**src/rtl/rram_seq_ctrl.sv**
```systemverilog
// Sequencing controller for the RRAM cache/counter datapath: accepts host
// commands, drives counter strobes, waits for completion flags with a watchdog.
module rram_seq_ctrl #(
    parameter int TIMEOUT_CYCLES = 16384,
    parameter int TW             = 15
) (
    input  logic clk,
    input  logic rst_n,
    input  logic cmd_form,
    input  logic cmd_write,
    input  logic cmd_read,
    input  logic cmd_release,
    input  logic forming_count_flag,
    input  logic write_count_flag,
    input  logic cache_count_flag,
    output logic en,
    output logic forming,
    output logic we,
    output logic re,
    output logic WE_L,
    output logic RE_L,
    output logic busy,
    output logic done,
    output logic err
);

    typedef enum logic [2:0] {
        S_IDLE, S_FORM, S_WRITE, S_READ, S_OUT, S_FIN, S_ERR
    } state_t;

    localparam logic [TW-1:0] WD_LAST = TW'(TIMEOUT_CYCLES - 1);

    state_t        state, state_nxt;
    logic [TW-1:0] wd;
    logic          err_q;
    logic          timeout;

    assign timeout = (wd == WD_LAST);

    always_ff @(posedge clk or negedge rst_n) begin
        if (!rst_n) begin
            state <= S_IDLE;
            wd    <= '0;
            err_q <= 1'b0;
        end else begin
            state <= state_nxt;
            // Watchdog restarts on every state change and only runs while
            // waiting for a counter flag.
            if (state_nxt != state)
                wd <= '0;
            else if (state == S_FORM || state == S_WRITE || state == S_READ)
                wd <= wd + TW'(1);
            if (state_nxt == S_ERR)
                err_q <= 1'b1;
            else if (state == S_IDLE && state_nxt != S_IDLE)
                err_q <= 1'b0;
        end
    end

    // Matching flag takes precedence over a coincident timeout.
    always_comb begin
        state_nxt = state;
        case (state)
            S_IDLE: begin
                if (cmd_form)       state_nxt = S_FORM;
                else if (cmd_write) state_nxt = S_WRITE;
                else if (cmd_read)  state_nxt = S_READ;
            end
            S_FORM: begin
                if (forming_count_flag) state_nxt = S_FIN;
                else if (timeout)       state_nxt = S_ERR;
            end
            S_WRITE: begin
                if (write_count_flag) state_nxt = S_FIN;
                else if (timeout)     state_nxt = S_ERR;
            end
            S_READ: begin
                if (cache_count_flag) state_nxt = S_OUT;
                else if (timeout)     state_nxt = S_ERR;
            end
            S_OUT: begin
                if (cmd_release) state_nxt = S_FIN;
            end
            S_FIN:   state_nxt = S_IDLE;
            S_ERR:   state_nxt = S_IDLE;
            default: state_nxt = S_IDLE;
        endcase
    end

    assign en      = (state != S_IDLE) && (state != S_ERR);
    assign forming = (state == S_FORM);
    assign we      = (state == S_WRITE);
    assign re      = (state == S_READ);
    assign WE_L    = (state == S_READ);
    assign RE_L    = (state == S_OUT);
    assign busy    = (state != S_IDLE);
    assign done    = (state == S_FIN);
    assign err     = err_q;

endmodule

```
**config.mk**
```make
export PLATFORM = sky130hd
export DESIGN_NAME = rram_seq_ctrl
export DESIGN_NICKNAME = d
export VERILOG_FILES = /design/src/rtl/rram_seq_ctrl.sv
export SDC_FILE = /design/constraint.sdc
export NUM_CORES = 1
export LEC_CHECK = 0
export CAP_MARGIN = 25
export CELL_PAD_IN_SITES_DETAIL_PLACEMENT = 0
export CELL_PAD_IN_SITES_GLOBAL_PLACEMENT = 1
export CORE_UTILIZATION = 44
export CTS_CLUSTER_SIZE = 16
export DETAILED_ROUTE_END_ITERATION = 16
export MAX_ROUTING_LAYER = met4
export PLACE_DENSITY_LB_ADDON = 0.1
export SYNTH_ARGS = -nofsm -noshare
export SYNTH_HDL_FRONTEND = slang
export SYNTH_SLANG_ARGS = --single-unit
```
**constraint.sdc**
```tcl
create_clock -name clk -period 3.01 [get_ports clk]
set_input_delay 0.301 -clock clk [delete_from_list [all_inputs] [get_ports clk]]
set_output_delay 0.301 -clock clk [all_outputs]
set_load 0.03 [all_outputs]
```
* Word-level counts from Yosys, hierarchy flattened *
Index checks and enable logic that the tools add are counted.

word-level totals
  output and inout bits = 9
  register bits = 19
  logic and storage cells = 35
  input bits = 9

operators by class
  $add $sub $neg = 1
  reduce and logical (&&, ||, !) cells = 9
  equality and inequality tests = 9
  multiplexer cells = 13

operators by type and width
  cell                                              count
  two-way mux 15 bit                                2
  two-way mux 3 bit                                 8
  adder 15 x 1 -> 15 bit (second input constant)    1
  == test 15 x 14 -> 1 bit (second input constant)  1
  case mux 3 bit (5 select lines)                   1
  == test 3 bit (second input constant)             3
  == test 3 x 2 -> 1 bit (second input constant)    2
  nonzero test 3 bit                                2
  nonzero test 2 bit                                2
  == test 3 x 1 -> 1 bit (second input constant)    1
  logical NOT 3 bit                                 1
  != test 3 bit                                     1
  != test 3 bit (second input constant)             1
  logical AND 1 bit                                 2
  logical OR 1 bit                                  2
  two-way mux 1 bit                                 2

* Longest topological paths before layout *
  depth in word-level cells = 8
  mapped depth = 8
  mapped depth without buffers = 7

* Least setup slack after synthesis *
OpenSTA, ideal clock, no wires.

  kind = register to register
  from = register wd[0]
  to = register err_q, in the netlist err
  library setup time = 0.120 ns
  arrival time = 1.808 ns
  period minus slack after synthesis = 1.928 ns
  buffers on the path = 0
  path slack = 1.082 ns
  data required time = 2.890 ns
  stages on the path, launching flop included = 8
  path through = dfrtp_1 > ha_1 > nand3b_1 > nor4_4 > a2111oi_2 > nor4_1 > a22o_1 > a31o_1

between the ends
  longest elaborated chain between the ends = 7
  elaborated cells between the ends (all ways) = 11
  those cells by class = eq/ne: 2; mux: 6; reduce/logical: 3

RTL lines
  what                                  line        text
  start: declaration                    34          logic [TW-1:0] wd;
  start signal: assignment              52          wd <= wd + TW'(1);
  == test 15 x 14 -> 1 bit (*)          38          assign timeout = (wd == WD_LAST);
  two-way mux 3 bit (*)                 71, 75, 79
  two-way mux 3 bit (on tied branches)  78, 70, 74
  case mux 3 bit (5 select lines) (*)   63          case (state)
  nonzero test 3 bit                    55          else if (state == S_IDLE && state_nxt != S_IDLE)
  logical AND 1 bit                     55
  nonzero test 2 bit (no source line)   -
  end signal: assignment                44          err_q <= 1'b0;
  end signal: assignment                54          err_q <= 1'b1;
  end signal: assignment                56          err_q <= 1'b0;
  end: declaration                      35          logic err_q;

Every way passes the cells marked *; elsewhere a longest branch is shown, timed or not.
A chain may end at the register's enable or synchronous reset.

* Worst setup path after layout *
  from = register state[1]
  to = output port WE_L

between the ends
  longest elaborated chain between the ends = 1

RTL lines
  what                      line  text
  start: declaration        33    state_t state, state_nxt;
  start signal: assignment  46    state <= state_nxt;
  == test 3 x 2 -> 1 bit    94    assign WE_L = (state == S_READ);
  end: declaration          20    output logic WE_L,

Every way passes these cells.

==> key figures <==
Clock tree
  – Root Driver: clkbuf_4
  – # H-tree levels: 1
  – Clock tree buffer depth: 2
  – # Post-CTS Setup Buffers: 0
  – CTS buffer count: 3
  – Sink Count: 19
  – TritonCTS clock tree: yes
  – Post-CTS Hold Buffers: 0
  – Clk_lat worst skew: 0.30 ns
  – CTS clock-pin slew for the worst setup and hold paths: 0.11 ns
  – CTS resizes: 0

Cells and area
  – N_diodes: 0
  – Final #Nets: 150
  – Layout cells sized above 1: 0.180
  – Syn-to-layout area delta: 15.6%
  – Final Instance Area: 0.00141 mm2

Synth
  – Mapped Cells: 124
  – Synth area leader: dfrtp_1
  – Asr flop ratio synth: 1.00
  – Post-synth top cells: dfrtp_1 (19), nor2_1 (19), nor2_2 (10), xor2_1 (10)
  – Yosys warning count: 0
  – Mean area per synthesized cell: 9.85 um2
  – Count of flip-flops with a built-in enable after synthesis: 0
  – Netlist cell types: 41
  – Synthesized area: 0.00122 mm2
  – Largest cells by area after synthesis: dfrtp_1 (39%), xor2_1 (7.2%), nor2_1 (5.8%), nor2_2 (5.1%), nand4_1 (3.6%)
  – FF+latch count, synth: 19
  – Synth top area share: 0.389
  – Sequential fraction of the synthesis area: 0.389
  – Synth Flop Type: dfrtp_1
  – Syn_nets: 134

Placement
  – Setup Slack @ Placement: 0.714 ns
  – DP Area: 0.00138 mm2
  – Routability cong.: 0.794
  – PortBufs: 17
  – Detailed Place HPWL: 1730 um

Setup path
  – Worst R2R End: wd[1]
  – Critical path peak fanout: 14
  – Critical Path Source Type: flop
  – R2r startpoint: state[1]
  – Worst EP arrival: 2.01 ns
  – FF-to-FF path depth: 6
  – Worst EP required: 2.71 ns
  – Endpoint type of the worst setup path: output pin
  – Slack of the worst reg-to-reg path: 0.74 ns
  – Crit Path Class: reg -> out

Global routing
  – Vias in the first global route: 830
  – Total track usage: 0.185
  – Initial antenna violation count: 0
  – GR Overflow Total: 0
  – Largest net degree at the start of global routing: 20
  – First-pass GRT wire length: 3770 um

Die
  – Die Y: 54.7 um
  – Die width: 54.7 um
  – Io pins: 18
  – Die ar.: 0.00299 mm2
  – Core area: 0.00254 mm2
  – # rows: 18
  – Initial Utilization: 0.480

Run
  – Max-cap check violation count: 0

Status
  – Outcome: complete, no violations

Timing
  – Fin worst setup slack: 0.701 ns
  – Fin crit period: 2.31 ns
  – Setup violations, final: 0
  – Slew Viols, Final: 0
  – Max Clk Rate: 433 MHz
  – Skew final: 0.00142 ns
  – Crit share post-route: 0.767
  – RSZ-0062 raised after global routing: no
  – Worst-margin pin slew: 0.858 ns
  – Headroom to the max-slew limit: 0.427
  – Total negative slack: 0 ns
  – Hold Vio Cnt, Final: 0

Drt
  – Antenna Nets Post-Route: 0
  – Initial DRC count: 13
  – Via count: 920
  – Routed length per instance: 14.0 um
  – Total wire length: 2360 um
  – DR vias/cell: 5.44
  – Pre-Repair DR Iteration Count: 4
  – DRC viols: 0

Power
  – Static Leak: 0.596 nW
  – PnR Total Power: 1.10 mW
  – Peak VDD IR: 574 uV
  – Cell Pwr Density: 782 mW/mm2

Min path
  – Worst hold path class: in -> async
==> cells by family (layout without fill, tap and decap cells) <==
family,after synthesis,after routing,synth area share
compound gates,17,17,0.144
xor+xnor,14,14,0.100
fa+ha+maj,1,1,0.0102
buf+inv,13,28,0.0584
flops,19,19,0.389
mux,2,2,0.0174
simple gates,58,58,0.280
==> how the worst max path moves through the flow <==
| stage | slack (ns) | end | start | cells after the start |
|---|---|---|---|---|
| floorplan | 1.08 | err | wd[0] | 7 |
| global placement | 0.76 | wd[2] | state[1] | 6 |
| detailed placement | 0.71 | wd[14] | state[1] | 6 |
| CTS | 0.67 | WE_L | state[1] | 3 |
| global route | 0.54 | WE_L | state[1] | 3 |
| finish | 0.70 | WE_L | state[1] | 3 |
==> report_power, final <==
part / internal (mW) / leakage, nW / switching [mW] / total, mW
clock: 0.0495 / 0.0177 / 0.0786 / 0.128
sequential: 0.284 / 0.259 / 0.0725 / 0.357
combinational: 0.248 / 0.319 / 0.371 / 0.618
==> per-layer routing <==
layer | wire length (um) | vias up | GRT usage | part of all wire
met1 | 1160 | 432 | 0.249 | 0.49
met4 | 15 | 0 | 0.0513 | 0.0064
met2 | 1030 | 27 | 0.271 | 0.44
li1 | - | 459 | - | -
met3 | 152 | 2 | 0.0500 | 0.064
met5 | 0 | - | - | 0
==> layout by cell type, fill, tap and decap left out, drive strengths merged, types with 2 or more instances in the layout <==
| master | netlist | final |
|---|---|---|
| nor2 | 29 | 29 |
| clkdlybuf4s50 | 0 | 17 |
| o221ai | 2 | 2 |
| clkbuf | 0 | 3 |
| nor3 | 3 | 3 |
| nand3 | 2 | 2 |
| o21ba | 2 | 2 |
| nand2b | 3 | 3 |
| dfrtp | 19 | 19 |
| and3 | 2 | 2 |
| xnor2 | 4 | 4 |
| xor2 | 10 | 10 |
| nor4 | 2 | 2 |
| a31o | 2 | 2 |
| nand2 | 5 | 5 |
| nand4 | 9 | 9 |
| inv | 7 | 7 |
| a21oi | 2 | 2 |
==> critical path, stage by stage, from the launching register on <==
cell             delay [ns]
dfrtp_1                0.64
nand2b_1               0.21
nor2_1                 0.18
clkdlybuf4s50_1        0.69
==> layout make-up <==
type / instances / area, um2
flip-flops and latches: 19 / 475
clock inverters: 1 / 5.00
multi-input cells: 92 / 674
inverters: 7 / 26.3
fillers: 229 / 1130
well taps: 30 / 37.5
repair buffers: 17 / 170
clock buffers: 3 / 22.5
==> metrics by stage <==
stage                     std cells  utilization  hold WS (ns)
after global routing            169        0.555         0.535
after global placement          165        0.544         0.532
after detailed placement        165        0.544         0.536
after floorplan                 124            -       0.00541
final                           169        0.555         0.481
after CTS                       169        0.555         0.520
==> sequential cells by signal (all words and copies together), names as in the netlist <==
register,count
err,1
state,3
wd,15
Power figures use the tool's default switching activity.
